## src/rtl/key_event_scan.sv

```systemverilog
// ---------------------------------------------------------------------------
// key_event_scan
//
// Front-panel key scanner for NUM_KEYS active-low keys. Each key pin is
// synchronised, debounced and fed to a small per-key state machine that
// produces PRESS, RELEASE, LONG and (optionally) REPEAT events. Each key owns
// one pending slot. A fixed-priority arbiter moves one slot per cycle into a
// show-ahead FIFO, which dsp_com drains over the DSP bus.
//
// Optional feature macro: KEY_REPEAT_EN
//   defined   : while a key stays in LONG_HELD, a REPEAT event is raised
//               every REPEAT_CYC cycles until the key is released.
//   undefined : no REPEAT events (type 2'b11 never appears), and the
//               LONG_HELD hold counter is not built.
//
// Ports
//   clk_in     in   1        system clock
//   sys_rst    in   1        synchronous active-high reset
//   key_in     in   NUM_KEYS raw key pins, 0 = pressed
//   key_state  out  NUM_KEYS debounced level, 1 = pressed
//   evt_valid  out  1        FIFO not empty
//   evt_data   out  8        FIFO head {type[1:0], key index[5:0]}, 0 when empty
//   evt_rd     in   1        pop the head entry
//   evt_count  out  CNT_W    entries currently stored
//   overflow   out  1        sticky: an event was lost
//   ovf_clr    in   1        clears overflow
// ---------------------------------------------------------------------------
module key_event_scan #(
  parameter int NUM_KEYS     = 4,
  parameter int DEBOUNCE_CYC = 600000,
  parameter int LONG_CYC     = 30000000,
  parameter int REPEAT_CYC   = 6000000,
  parameter int FIFO_DEPTH   = 8
) (
  input  logic                            clk_in,
  input  logic                            sys_rst,
  input  logic [NUM_KEYS-1:0]             key_in,
  output logic [NUM_KEYS-1:0]             key_state,
  output logic                            evt_valid,
  output logic [7:0]                      evt_data,
  input  logic                            evt_rd,
  output logic [$clog2(FIFO_DEPTH+1)-1:0] evt_count,
  output logic                            overflow,
  input  logic                            ovf_clr
);

  localparam int DB_BITS  = $clog2(DEBOUNCE_CYC);
  localparam int DB_W     = (DB_BITS > 20) ? DB_BITS : 20;
  localparam int HOLD_MAX = (LONG_CYC > REPEAT_CYC) ? LONG_CYC : REPEAT_CYC;
  localparam int HOLD_W   = ($clog2(HOLD_MAX) > 1) ? $clog2(HOLD_MAX) : 1;
  localparam int CNT_W    = $clog2(FIFO_DEPTH + 1);
  localparam int PTR_W    = $clog2(FIFO_DEPTH);

  localparam logic [DB_W-1:0]   DB_LAST   = DB_W'(DEBOUNCE_CYC - 1);
  localparam logic [HOLD_W-1:0] LONG_LAST = HOLD_W'(LONG_CYC - 1);
`ifdef KEY_REPEAT_EN
  localparam logic [HOLD_W-1:0] REPEAT_LAST = HOLD_W'(REPEAT_CYC - 1);
`endif
  localparam logic [CNT_W-1:0]  FIFO_FULL_COUNT = CNT_W'(FIFO_DEPTH);

  localparam logic [1:0] EVT_PRESS   = 2'b00;
  localparam logic [1:0] EVT_RELEASE = 2'b01;
  localparam logic [1:0] EVT_LONG    = 2'b10;
`ifdef KEY_REPEAT_EN
  localparam logic [1:0] EVT_REPEAT  = 2'b11;
`endif

  typedef enum logic [1:0] {
    ST_IDLE      = 2'd0,
    ST_HELD      = 2'd1,
    ST_LONG_HELD = 2'd2
  } keyFsm_t;

  logic [NUM_KEYS-1:0] r_sync1;
  logic [NUM_KEYS-1:0] r_sync2;
  logic [NUM_KEYS-1:0] w_syncPressed;
  logic [NUM_KEYS-1:0] r_keyState;
  logic [DB_W-1:0]     r_dbCnt [NUM_KEYS];

  keyFsm_t             r_fsm      [NUM_KEYS];
  keyFsm_t             w_fsmNext  [NUM_KEYS];
  logic [HOLD_W-1:0]   r_hold     [NUM_KEYS];
  logic [HOLD_W-1:0]   w_holdNext [NUM_KEYS];
  logic [NUM_KEYS-1:0] w_raise;
  logic [1:0]          w_raiseType [NUM_KEYS];

  logic [NUM_KEYS-1:0] r_pendValid;
  logic [1:0]          r_pendType [NUM_KEYS];

  logic                w_grantValid;
  logic [5:0]          w_grantIdx;
  logic [1:0]          w_grantType;

  logic [7:0]          r_mem [FIFO_DEPTH];
  logic [PTR_W-1:0]    r_wrPtr;
  logic [PTR_W-1:0]    r_rdPtr;
  logic [CNT_W-1:0]    r_count;
  logic                w_fifoFull;
  logic                w_pop;
  logic                w_push;
  logic                w_ovfSet;
  logic                r_overflow;

  // Two-flop synchroniser on the raw pins. Reset presets both stages to the
  // released level so no phantom press appears when reset is released.
  always_ff @(posedge clk_in) begin
    if (sys_rst) begin
      r_sync1 <= '1;
      r_sync2 <= '1;
    end else begin
      r_sync1 <= key_in;
      r_sync2 <= r_sync1;
    end
  end

  // Keys are active-low on the pins; everything past the synchroniser
  // works with 1 = pressed.
  assign w_syncPressed = ~r_sync2;

  // Debounce: a key only changes its accepted level once the synchronised
  // level has disagreed with it for DEBOUNCE_CYC consecutive cycles. Any
  // cycle of agreement restarts the count, so short glitches are ignored.
  always_ff @(posedge clk_in) begin
    if (sys_rst) begin
      r_keyState <= '0;
      for (int i = 0; i < NUM_KEYS; i++) begin
        r_dbCnt[i] <= '0;
      end
    end else begin
      for (int i = 0; i < NUM_KEYS; i++) begin
        if (w_syncPressed[i] == r_keyState[i]) begin
          r_dbCnt[i] <= '0;
        end else if (r_dbCnt[i] == DB_LAST) begin
          r_keyState[i] <= ~r_keyState[i];
          r_dbCnt[i]    <= '0;
        end else begin
          r_dbCnt[i] <= r_dbCnt[i] + DB_W'(1);
        end
      end
    end
  end

  // Per-key state register and hold counter.
  always_ff @(posedge clk_in) begin
    if (sys_rst) begin
      for (int i = 0; i < NUM_KEYS; i++) begin
        r_fsm[i]  <= ST_IDLE;
        r_hold[i] <= '0;
      end
    end else begin
      for (int i = 0; i < NUM_KEYS; i++) begin
        r_fsm[i]  <= w_fsmNext[i];
        r_hold[i] <= w_holdNext[i];
      end
    end
  end

  // Per-key next state and event raising. The FSM reacts to the debounced
  // level, so a level change is seen exactly once, in the cycle after
  // key_state moves. Release always takes priority over a LONG or REPEAT
  // event that would fall due in the same cycle.
  always_comb begin
    w_raise = '0;
    for (int i = 0; i < NUM_KEYS; i++) begin
      w_fsmNext[i]   = r_fsm[i];
      w_holdNext[i]  = r_hold[i];
      w_raiseType[i] = EVT_PRESS;
      case (r_fsm[i])
        ST_IDLE: begin
          if (r_keyState[i]) begin
            w_raise[i]     = 1'b1;
            w_raiseType[i] = EVT_PRESS;
            w_holdNext[i]  = '0;
            w_fsmNext[i]   = ST_HELD;
          end
        end
        ST_HELD: begin
          if (!r_keyState[i]) begin
            w_raise[i]     = 1'b1;
            w_raiseType[i] = EVT_RELEASE;
            w_holdNext[i]  = '0;
            w_fsmNext[i]   = ST_IDLE;
          end else if (r_hold[i] == LONG_LAST) begin
            w_raise[i]     = 1'b1;
            w_raiseType[i] = EVT_LONG;
            w_holdNext[i]  = '0;
            w_fsmNext[i]   = ST_LONG_HELD;
          end else begin
            w_holdNext[i] = r_hold[i] + HOLD_W'(1);
          end
        end
        ST_LONG_HELD: begin
          if (!r_keyState[i]) begin
            w_raise[i]     = 1'b1;
            w_raiseType[i] = EVT_RELEASE;
            w_holdNext[i]  = '0;
            w_fsmNext[i]   = ST_IDLE;
          end
`ifdef KEY_REPEAT_EN
          else if (r_hold[i] == REPEAT_LAST) begin
            w_raise[i]     = 1'b1;
            w_raiseType[i] = EVT_REPEAT;
            w_holdNext[i]  = '0;
          end else begin
            w_holdNext[i] = r_hold[i] + HOLD_W'(1);
          end
`endif
        end
        default: begin
          w_holdNext[i] = '0;
          w_fsmNext[i]  = ST_IDLE;
        end
      endcase
    end
  end

  // Fixed-priority arbiter: the lowest-index valid pending slot wins.
  // Scanning downwards lets the lowest index overwrite any higher one.
  always_comb begin
    w_grantValid = 1'b0;
    w_grantIdx   = '0;
    w_grantType  = EVT_PRESS;
    for (int i = NUM_KEYS - 1; i >= 0; i--) begin
      if (r_pendValid[i]) begin
        w_grantValid = 1'b1;
        w_grantIdx   = 6'(i);
        w_grantType  = r_pendType[i];
      end
    end
  end

  // A pop frees a place in the same cycle, so a full FIFO still accepts a
  // write when it is being read at the same time.
  assign w_pop      = evt_rd && (r_count != '0);
  assign w_fifoFull = (r_count == FIFO_FULL_COUNT);
  assign w_push     = w_grantValid && (!w_fifoFull || w_pop);

  // An event is lost when it lands on a slot that is still waiting and is
  // not being granted this cycle, or when a granted entry finds the FIFO
  // full. A slot that is granted and re-raised in one cycle loses nothing.
  always_comb begin
    w_ovfSet = w_grantValid && !w_push;
    for (int i = 0; i < NUM_KEYS; i++) begin
      if (w_raise[i] && r_pendValid[i] &&
          !(w_grantValid && (w_grantIdx == 6'(i)))) begin
        w_ovfSet = 1'b1;
      end
    end
  end

  // Pending slots: a new event always takes the slot, otherwise a grant
  // empties it. A dropped FIFO write still empties the slot.
  always_ff @(posedge clk_in) begin
    if (sys_rst) begin
      r_pendValid <= '0;
      for (int i = 0; i < NUM_KEYS; i++) begin
        r_pendType[i] <= EVT_PRESS;
      end
    end else begin
      for (int i = 0; i < NUM_KEYS; i++) begin
        if (w_raise[i]) begin
          r_pendValid[i] <= 1'b1;
          r_pendType[i]  <= w_raiseType[i];
        end else if (w_grantValid && (w_grantIdx == 6'(i))) begin
          r_pendValid[i] <= 1'b0;
        end
      end
    end
  end

  // Event FIFO storage and pointers. Pointers wrap naturally because the
  // depth is a power of two.
  always_ff @(posedge clk_in) begin
    if (sys_rst) begin
      r_wrPtr <= '0;
      r_rdPtr <= '0;
      r_count <= '0;
      for (int i = 0; i < FIFO_DEPTH; i++) begin
        r_mem[i] <= '0;
      end
    end else begin
      if (w_push) begin
        r_mem[r_wrPtr] <= {w_grantType, w_grantIdx};
        r_wrPtr        <= r_wrPtr + PTR_W'(1);
      end
      if (w_pop) begin
        r_rdPtr <= r_rdPtr + PTR_W'(1);
      end
      if (w_push && !w_pop) begin
        r_count <= r_count + CNT_W'(1);
      end else if (w_pop && !w_push) begin
        r_count <= r_count - CNT_W'(1);
      end
    end
  end

  // Sticky overflow flag. A new loss in the same cycle as a clear keeps
  // the flag set so the loss is never hidden.
  always_ff @(posedge clk_in) begin
    if (sys_rst) begin
      r_overflow <= 1'b0;
    end else if (w_ovfSet) begin
      r_overflow <= 1'b1;
    end else if (ovf_clr) begin
      r_overflow <= 1'b0;
    end
  end

  assign key_state = r_keyState;
  assign evt_valid = (r_count != '0);
  assign evt_data  = evt_valid ? r_mem[r_rdPtr] : 8'h00;
  assign evt_count = r_count;
  assign overflow  = r_overflow;

endmodule
```

## config.mk

```make
export PLATFORM = sky130hd
export DESIGN_NAME = key_event_scan
export DESIGN_NICKNAME = d
export VERILOG_FILES = /design/src/rtl/key_event_scan.sv
export SDC_FILE = /design/constraint.sdc
export NUM_CORES = 1
export LEC_CHECK = 0
export CAP_MARGIN = 20
export CORE_MARGIN = 2
export CORE_UTILIZATION = 38
export CTS_BUF_LIST = sky130_fd_sc_hd__clkbuf_8 sky130_fd_sc_hd__clkbuf_16
export DETAILED_ROUTE_END_ITERATION = 16
export DONT_BUFFER_PORTS = 1
export PLACE_DENSITY_LB_ADDON = 0.1
export SYNTH_ARGS = -nofsm -noshare
export SYNTH_HDL_FRONTEND = slang
export SYNTH_SLANG_ARGS = --single-unit
```

## constraint.sdc

```tcl
create_clock -name clk_in -period 3.55 [get_ports clk_in]
set_clock_uncertainty 0.15 [all_clocks]
set_input_delay 0.71 -clock clk_in [delete_from_list [all_inputs] [get_ports clk_in]]
set_output_delay 0.71 -clock clk_in [all_outputs]
set_load 0.05 [all_outputs]
```

==> impl_metrics.ini, run 1 <==
[power]
total_power_mw = 7.68
leakagePower_nw = 5.10
p_per_area_nw_per_um2 = 521
ir_worst_vdd_uv = 530

[yosys]
ys_ff_latch = 258
ys_types = 68
synth.yosys.seq_area_share_pct = 49.7
netlist_instances = 1318
synth_edf_count = 120
syn-cell-area_sq_um = 12800
avgSynthCellArea_sq_um = 9.71
ys_warn_count = 0
async_reset_ff_share_pct = 0
ys.flop_type = dfxtp_1

[grt]
grt_pass1_vias = 9124
grt_overflow_total = 0
grt_max_degree = 47
grt_pass1_wl_um = 44200
met2_usage_pct = 24.3
antenna_found_initial = 2
grtUsageTotal_pct = 14.8
grtUsageMet1_pct = 20.0
grt_use_met3_pct = 2.70
top_usage_layer = met2

[drt]
first_pass_iters = 4
detail_route.vias_per_cell = 4.83
route.final.wire_length_um = 25100
drt_iter0_drc = 403
wire_per_inst_um = 13.3
num_vias = 9128
ant_nets = 0
drc = 0

[critical_path]
crit_path_end_kind = output pin
cp.required_ns = 2.69
timing.rr.start = r_pendValid[1]
critPathKind = reg -> out
worstSetupStartpointType = flip-flop
cp_data_arrival_time_ns = 2.16
crit_path_max_fanout = 8
reg2reg_depth = 11

[timing]
clock.fmax_mhz = 331
tightest_slew_ns = 0.916
tns_ns = 0
final-max-slew-violation-count = 0
setup_viol_count_final = 0
hold_viol = 0
period_minus_slack_ns = 3.02
maxSlewHeadroom_pct = 38.4
post-route-period-util_pct = 85.1
rsz0062_at_grt = no

[placed_design]
gp_congestion = 0.750
post-dp-hpwl_um = 17100
port_buffers = 0

[floorplanning]
die_area_sq_um = 35200
core_area_sq_um = 33400
rows = 67
die_w_um = 188
pin_count = 26
die_height_um = 188
start_util_pct = 38.4

[hold_path]
min_path_type = in -> reg
hp-start = sys_rst
min_path_cells = 1

[clock_network]
cts_setup_buffers = 0
cts_tree = built
ctsHoldBuffers = 0
htreeDepth = 2
cts_buffers = 34
clk_path_buf_depth = 3
clk_pin_slew_ns = 0.06
clk-insertion-delay-late_ns = 0.50
cts_resized = 0
clockRootBuffer = clkbuf_16
cts_sinks = 258

[layout]
final_nets = 1452
fillers = 3309
layout-drive-gt1-share_pct = 7.50
area_delta_synth_final_pct = 15.2
seq_area_sq_um = 6370
multi_input_comb_area_sq_um = 6400

[run_status]
outcome = completed

[job]
drv_cap = 0
registers in the layout (all words and copies together) (netlist names), named ones only:
register	cells
r_pendValid	4
overflow	1
key_state	4
r_sync1	4
r_wrPtr	3
r_rdPtr	3
r_dbCnt	80
r_hold	100
r_sync2	4
r_mem	32
evt_count	4
r_pendType	8
r_fsm	8
metrics by stage:
step | hold slack [ns] | utilization, % | cells | setup slack (ns) | area, sq um
after floorplan | 0.239 | - | 1400 | 0.332 | 13100
after detailed placement | 0.247 | 40.8 | 1826 | 0.819 | 13600
final | 0.131 | 44.2 | 1889 | 0.528 | 14700
after global routing | 0.113 | 44.2 | 1888 | 0.358 | 14700
after global placement | 0.241 | 40.8 | 1826 | 0.846 | 13600
after CTS | 0.110 | 44.2 | 1888 | 0.440 | 14700
layout by cell type, fill, tap and decap left out, types with 7 or more instances in the layout:
master	netlist	routed
a21oi_1	31	31
and2_1	13	13
and3_1	26	26
and4_1	16	16
buf_4	5	22
clkbuf_16	0	37
clkbuf_8	0	7
conb_1	2	84
dfxtp_1	138	138
edfxtp_1	120	120
ha_1	29	29
inv_1	34	47
mux2i_1	8	8
mux4_2	8	8
nand2_1	98	98
nand3_1	65	65
nand4_1	48	48
nor2_1	261	261
nor2b_1	7	7
nor3_1	39	39
nor4_1	26	26
o21ai_0	9	9
o21ai_1	15	15
or2_2	10	10
or3_1	16	16
xnor2_1	90	90
xor2_1	77	77
cell families after synthesis:
family          Yosys count  share of synthesized area, %
other cells               2                        0.0587
mux                      23                          2.83
simple gates            671                          26.1
xor+xnor                167                          11.4
compound gates           87                          4.17
buf+inv                  80                          2.72
fa+ha+maj                30                          2.99
flops                   258                          49.7
critical path: stages (launching register included):
cell	delay (ns)
dfxtp_1	0.65
mux4_2	0.58
mux2i_1	0.18
nor2_1	0.06
buf_4	0.19
final cells by class:
| type | count | share of cell area [%] |
|---|---|---|
| inverter | 36 | 0.916 |
| multi-input combinational | 1062 | 43.4 |
| tap | 448 | 3.80 |
| clock inverter | 18 | 0.670 |
| antenna | 1 | 0.0170 |
| sequential | 258 | 43.2 |
| clock buffer | 44 | 6.93 |
| timing repair buffer | 22 | 1.12 |
path summary, 6_finish.rpt:
kind / to / slack, ns
hold reg to reg: r_sync2[1] / 0.26
setup reg to reg: evt_count[3] / 0.78
setup / recovery: evt_data[7] / 0.53
hold / removal: key_state[3] / 0.13
power by group:
part	internal [mW]	switching, mW
Sequential	3.24	0.136
Clock	2.08	1.24
Combinational	0.372	0.615
Total	5.69	1.99
metal layers:
| layer | wire (um) | vias to the layer above |
|---|---|---|
| met5 | 13 | - |
| met4 | 571 | 2 |
| met3 | 853 | 44 |
| met2 | 11400 | 92 |
| met1 | 12300 | 4247 |
| li1 | - | 4743 |
cells in the mapped netlist, drive strengths merged (2+ instances only):
cell type / count / area (sq um)
nor2: 261 / 980
dfxtp: 138 / 2760
edfxtp: 120 / 3600
nand2: 98 / 368
xnor2: 90 / 788
xor2: 77 / 674
nand3: 66 / 335
nand4: 49 / 313
nor3: 43 / 235
inv: 35 / 131
a21oi: 31 / 155
nor4: 30 / 221
ha: 29 / 363
and3: 26 / 163
clkbuf: 25 / 93.8
o21ai: 24 / 120
buf: 19 / 119
and4: 16 / 140
or3: 16 / 100
and2: 13 / 81.3
or2: 13 / 81.3
mux2i: 11 / 130
mux4: 8 / 180
nor2b: 7 / 43.8
a211oi: 6 / 45.0
nor4b: 6 / 52.6
or4: 6 / 45.0
nor3b: 5 / 37.5
a221oi: 4 / 35.0
mux2: 4 / 52.6
nand3b: 4 / 30.0
o31ai: 4 / 30.0
a21o: 3 / 22.5
a31oi: 3 / 18.8
nand4b: 3 / 26.3
nand4bb: 3 / 33.8
and4b: 2 / 20.0
conb: 2 / 7.51
nand2b: 2 / 12.5
nor4bb: 2 / 20.0
No activity file was read; power rests on OpenSTA's default activity.
==> run 2: changes to the inputs <==
--- a/config.mk
+++ b/config.mk
@@ -6,12 +6,15 @@
 export NUM_CORES = 1
 export LEC_CHECK = 0
 export CAP_MARGIN = 20
+export CELL_PAD_IN_SITES_DETAIL_PLACEMENT = 0
+export CELL_PAD_IN_SITES_GLOBAL_PLACEMENT = 1
 export CORE_MARGIN = 2
 export CORE_UTILIZATION = 38
 export CTS_BUF_LIST = sky130_fd_sc_hd__clkbuf_8 sky130_fd_sc_hd__clkbuf_16
 export DETAILED_ROUTE_END_ITERATION = 16
 export DONT_BUFFER_PORTS = 1
 export PLACE_DENSITY_LB_ADDON = 0.1
+export SETUP_SLACK_MARGIN = 0.15
 export SYNTH_ARGS = -nofsm -noshare
 export SYNTH_HDL_FRONTEND = slang
 export SYNTH_SLANG_ARGS = --single-unit
==> constraint.sdc (replaced) <==
create_clock -name clk_in -period 3 [get_ports clk_in]
set_clock_uncertainty 0.15 [all_clocks]
set_input_delay 0.6 -clock clk_in [delete_from_list [all_inputs] [get_ports clk_in]]
set_output_delay 0.6 -clock clk_in [all_outputs]
set_load 0.05 [all_outputs]
==> run 2 against run 1 <==
  * Wire length grew 3.5%
  * Sequential power grew 20%
  * Cell count grew 0.58%
  * Critical path type is now reg -> reg
  * Largest cell class unchanged
==> impl_metrics.ini, run 2 (synthesis gave the netlist of run 1 again) <==
[grt]
grt_pass1_vias = 8882
grt_overflow_total = 0
grtUsageTotal_pct = 14.9
grt_max_degree = 38
grt_pass1_wl_um = 44400
antenna_found_initial = 0

[clock_network]
clk_path_buf_depth = 3
cts_tree = built
htreeDepth = 1
cts_sinks = 258
cts_buffers = 31
clk-insertion-delay-late_ns = 0.54
cts_setup_buffers = 0
clockRootBuffer = clkbuf_16
clk_pin_slew_ns = 0.06

[critical_path]
reg2reg_depth = 11
rr_endpoint = evt_count[3]
cp.required_ns = 3.33
critPathKind = reg -> reg
worstSetupStartpointType = flip-flop
cp_data_arrival_time_ns = 3.02
timing.rr.start = evt_count[2]
r2r_setup_slack_ns = 0.31
crit_path_end_kind = flip-flop
crit_path_max_fanout = 5

[placed_design]
port_buffers = 0
post-dp-hpwl_um = 17500
gp_congestion = 0.720

[drt]
route.final.wire_length_um = 26000
num_vias = 9235
drt_iter0_drc = 410
detail_route.vias_per_cell = 4.86
wire_per_inst_um = 13.7
ant_nets = 0
first_pass_iters = 5
drc = 0

[layout]
reg.largest.list = r_hold x100, r_dbCnt x80, r_mem x32
final_nets = 1466
diodes = 0
multi_input_comb_area_sq_um = 6420
largest_reg_flops = 100
largest_register = r_hold
layout-drive-gt1-share_pct = 8.88
seq_area_sq_um = 6370
fillers = 3324
area_delta_synth_final_pct = 16.9
final_cell_mix = nor2_1 (261), dfxtp_1 (134), edfxtp_1 (120)
final_common_cell = nor2_1

[floorplanning]
die_w_um = 188
rows = 67
die_height_um = 188
pin_count = 26
die_area_sq_um = 35200
core_area_sq_um = 33400
start_util_pct = 38.4

[timing]
clock.fmax_mhz = 372
rsz0062_at_grt = no
tightest_slew_ns = 0.948
post-route-period-util_pct = 89.7
maxSlewHeadroom_pct = 36.8
tns_ns = 0
final-max-slew-violation-count = 0
setup_viol_count_final = 0
hold_viol = 0
period_minus_slack_ns = 2.69

[run_status]
outcome = completed

[job]
drv_cap = 0

[power]
total_power_mw = 9.33
p_per_area_nw_per_um2 = 624
leakagePower_nw = 5.16
ir_worst_vdd_uv = 664

[hold_path]
min_path_cells = 2
min_path_type = in -> reg
hp-start = evt_rd
==> run 2: worst max-delay path, cell delays in order (launching register included) <==
cell and delay, ns:
dfxtp_2 0.43, nor4_4 0.39, inv_2 0.07, nand2_1 0.14, ha_1 0.20, inv_1 0.09, ha_1 0.28, a21o_1 0.18
a21oi_1 0.17, xnor2_1 0.09, or3_1 0.31, a21oi_1 0.13
==> run 2: layout make-up <==
cell class | count | share of cell area, %
clock inverters | 20 | 1.83
inverters | 36 | 0.903
clock buffers | 37 | 5.81
flip-flops and latches | 258 | 42.6
repair buffers | 39 | 2.21
well taps | 448 | 3.75
multi-input cells | 1062 | 42.9
==> run 2: timing repair <==
item	CTS	global route
hold buffers	6	0
pin swaps	0	0
endpoints found under the hold margin	39	0
resized for setup	1	2
setup endpoints to repair	4	5
==> run 2: metal layers <==
metal	track usage [%]	vias up	share of wire, %
met5	0	-	0
met3	2.13	28	3.2
met4	3.30	0	1.5
met2	24.6	92	45
li1	-	4782	-
met1	20.7	4333	50
==> run 2: how the worst max path moves through the flow <==
stage	start	endpoint	slack (ns)	cells past startpoint
after floorplan	evt_count[3]	evt_count[3]	0.22	11
after global placement	evt_count[2]	evt_count[3]	0.34	11
after detailed placement	evt_count[2]	evt_count[3]	0.34	11
after CTS	flip-flop	evt_data[0]	0.16	4
after global routing	evt_count[2]	evt_count[3]	0.16	11
final	evt_count[2]	evt_count[3]	0.31	11
==> run 2: per-stage QoR <==
| step | std cells | hold slack, ns | cell area [sq um] | util [%] | setup slack (ns) |
|---|---|---|---|---|---|
| after floorplan | 1400 | 0.239 | 13100 | - | 0.221 |
| after global placement | 1837 | 0.243 | 13700 | 41.2 | 0.345 |
| after detailed placement | 1837 | 0.244 | 13700 | 41.2 | 0.338 |
| after CTS | 1900 | 0.0616 | 15000 | 44.8 | 0.162 |
| after global routing | 1900 | 0.0754 | 15000 | 44.8 | 0.160 |
| final | 1900 | 0.0933 | 15000 | 44.8 | 0.309 |
==> run 2: power breakdown <==
group / leakage, nW / switching, mW / internal, mW / total [mW]
Combinational: 2.23 / 0.721 / 0.452 / 1.17
Sequential: 2.36 / 0.195 / 3.84 / 4.03
Clock: 0.568 / 1.48 / 2.65 / 4.13
==> run 3: changes to the inputs <==
==> constraint.sdc (replaced) <==
create_clock -name clk_in -period 3 [get_ports clk_in]
set_clock_uncertainty 0.15 [all_clocks]
set_input_delay 0.6 -clock clk_in [delete_from_list [all_inputs] [get_ports clk_in]]
set_output_delay 0.6 -clock clk_in [all_outputs]
set_load 0.1 [all_outputs]
==> run 3 against run 2 <==
  * Worst setup slack got worse by 0.047 ns
  * Utilization shrank 0.15 points
  * Total power rose by 0.32%
  * Register-to-register slack gained 0.08 ns
  * Critical path type is now reg -> out
  * Critical endpoint is now evt_data[1]
  * Highest routed layer unchanged
==> impl_metrics.ini, run 3 (synthesis gave the netlist of run 1 again) <==
[grt]
grtUsageTotal_pct = 15.2
grt_pass1_vias = 9106
grt_overflow_total = 0
grt_max_degree = 37
grt_pass1_wl_um = 45200
antenna_found_initial = 0

[layout]
fin_area_sq_um = 14900
layout-drive-gt1-share_pct = 9.27
final_common_cell = nor2_1
final_cell_mix = nor2_1 (257), dfxtp_1 (133), edfxtp_1 (120)
largest_reg_flops = 100
reg.largest.list = r_hold x100, r_dbCnt x80, r_mem x32
area_delta_synth_final_pct = 16.5
fin_util_pct = 44.7
final_nets = 1470
largest_register = r_hold
fin_cells = 1904
diodes = 0

[drt]
drt_iter0_drc = 454
first_pass_iters = 5
route.final.wire_length_um = 26000
wire_per_inst_um = 13.6
detail_route.vias_per_cell = 4.83
ant_nets = 0
drc = 0
num_vias = 9195

[clock_network]
cts_tree = built
clk_pin_slew_ns = 0.06
clk-insertion-delay-late_ns = 0.55
htreeDepth = 1
cts_buffers = 31
clockRootBuffer = clkbuf_16
cts_setup_buffers = 0
cts_sinks = 258
clk_path_buf_depth = 3

[placed_design]
place_ws_ns = 0.391
post-dp-hpwl_um = 17500
placedCellCount = 1841
gp_congestion = 0.732
place_area_sq_um = 13800
port_buffers = 0

[hold_path]
hp-start = evt_rd
min_path_type = in -> reg
min_to = r_rdPtr[1]
min_path_cells = 2

[floorplanning]
pin_count = 26
start_util_pct = 38.4
die_height_um = 188
die_w_um = 188
rows = 67
die_area_sq_um = 35200
core_area_sq_um = 33400

[power]
pwr-share-comb_pct = 16.1
p_clk_share_pct = 41.1
ir_worst_vdd_uv = 754
leakagePower_nw = 5.15
p_switching_mw = 2.66
swShare_pct = 28.4
p_per_area_nw_per_um2 = 628
p_int_mw = 6.71
seqPwrFrac_pct = 42.8
total_power_mw = 9.37

[critical_path]
cp.required_ns = 2.25
slowest_delay_ns = 0.53
path_cells = mux4_2, mux2i_1, nor2_2, buf_4
cp_slowest_cell = mux4_2
timing.rr.start = evt_count[0]
critPathKind = reg -> out
rr_endpoint = evt_count[3]
crit_path_max_fanout = 8
r2r_setup_slack_ns = 0.39
cp_data_arrival_time_ns = 1.99
worstSetupStartpointType = flip-flop
crit_buf_inv = 1
reg2reg_depth = 11
path_delay_family = multiplexers
crit_path_end_kind = output pin

[timing]
final-max-slew-violation-count = 0
clock.fmax_mhz = 365
hold_viol = 0
maxSlewHeadroom_pct = 44.3
post-route-period-util_pct = 91.3
rsz0062_at_grt = no
hold_slack_ns = 0.0792
tightest_slew_ns = 0.835
setup_viol_count_final = 0
period_minus_slack_ns = 2.74
setup_slack_ns = 0.262
tns_ns = 0

[job]
drv_cap = 0

[run_status]
outcome = completed
[run 3: cell type report]
class | instances | area (sq um)
Clock buffer | 35 | 831
Clock inverter | 22 | 226
Fill cell | 3309 | 18500
Inverter | 36 | 138
Multi-Input combinational cell | 1062 | 6430
Sequential cell | 258 | 6370
Tap cell | 448 | 561
Timing Repair Buffer | 43 | 352
[run 3: layer usage]
metal / global-route usage (%) / share of wire (%) / wire [um] / vias up
met4: 4.97 / 2.8 / 722 / 0
met5: 0 / 0 / 0 / -
li1: - / - / - / 4781
met1: 21.4 / 51 / 13300 / 4289
met2: 24.1 / 43 / 11300 / 80
met3: 2.23 / 2.8 / 720 / 45
[run 3: worst reg2reg max path, delay by kind of cell (launching register included)]
family                   cells  cell delay (ns)
AND/OR/NAND/NOR              3             0.86
AO/OA/AOI/OAI                3             0.49
adder cells (fa/ha/maj)      2             0.47
flip-flops                   1             0.36
buffers and inverters        2             0.13
XOR/XNOR                     1             0.09
[run 3: worst max path at each step]
stage	endpoint	start	cells after the start	slack [ns]
2_1_floorplan	evt_data[0]	flip-flop	4	-0.09
3_3_place_gp	evt_count[3]	r_pendValid[1]	10	0.41
3_5_place_dp	evt_count[3]	evt_count[0]	11	0.39
4_1_cts	evt_data[6]	flip-flop	4	0.20
5_1_grt	evt_data[6]	flip-flop	4	0.15
6_report	evt_data[1]	flip-flop	4	0.26
[run 3: repair_timing]
action	CTS	global route
endpoints found under the hold margin	39	0
setup endpoints to repair	4	14
gates resized for setup	2	4
hold buffers	6	0
cloned	0	0
[run 3: power groups by stage]
stage | logic, mW | registers, mW | clock network [mW]
after floorplan | 1.03 | 4.19 | 0
after global placement | 1.48 | 4.07 | 0
after detailed placement | 1.48 | 4.08 | 0
after CTS | 1.51 | 4.01 | 3.98
after global routing | 1.64 | 4.04 | 4.12
final | 1.51 | 4.01 | 3.85
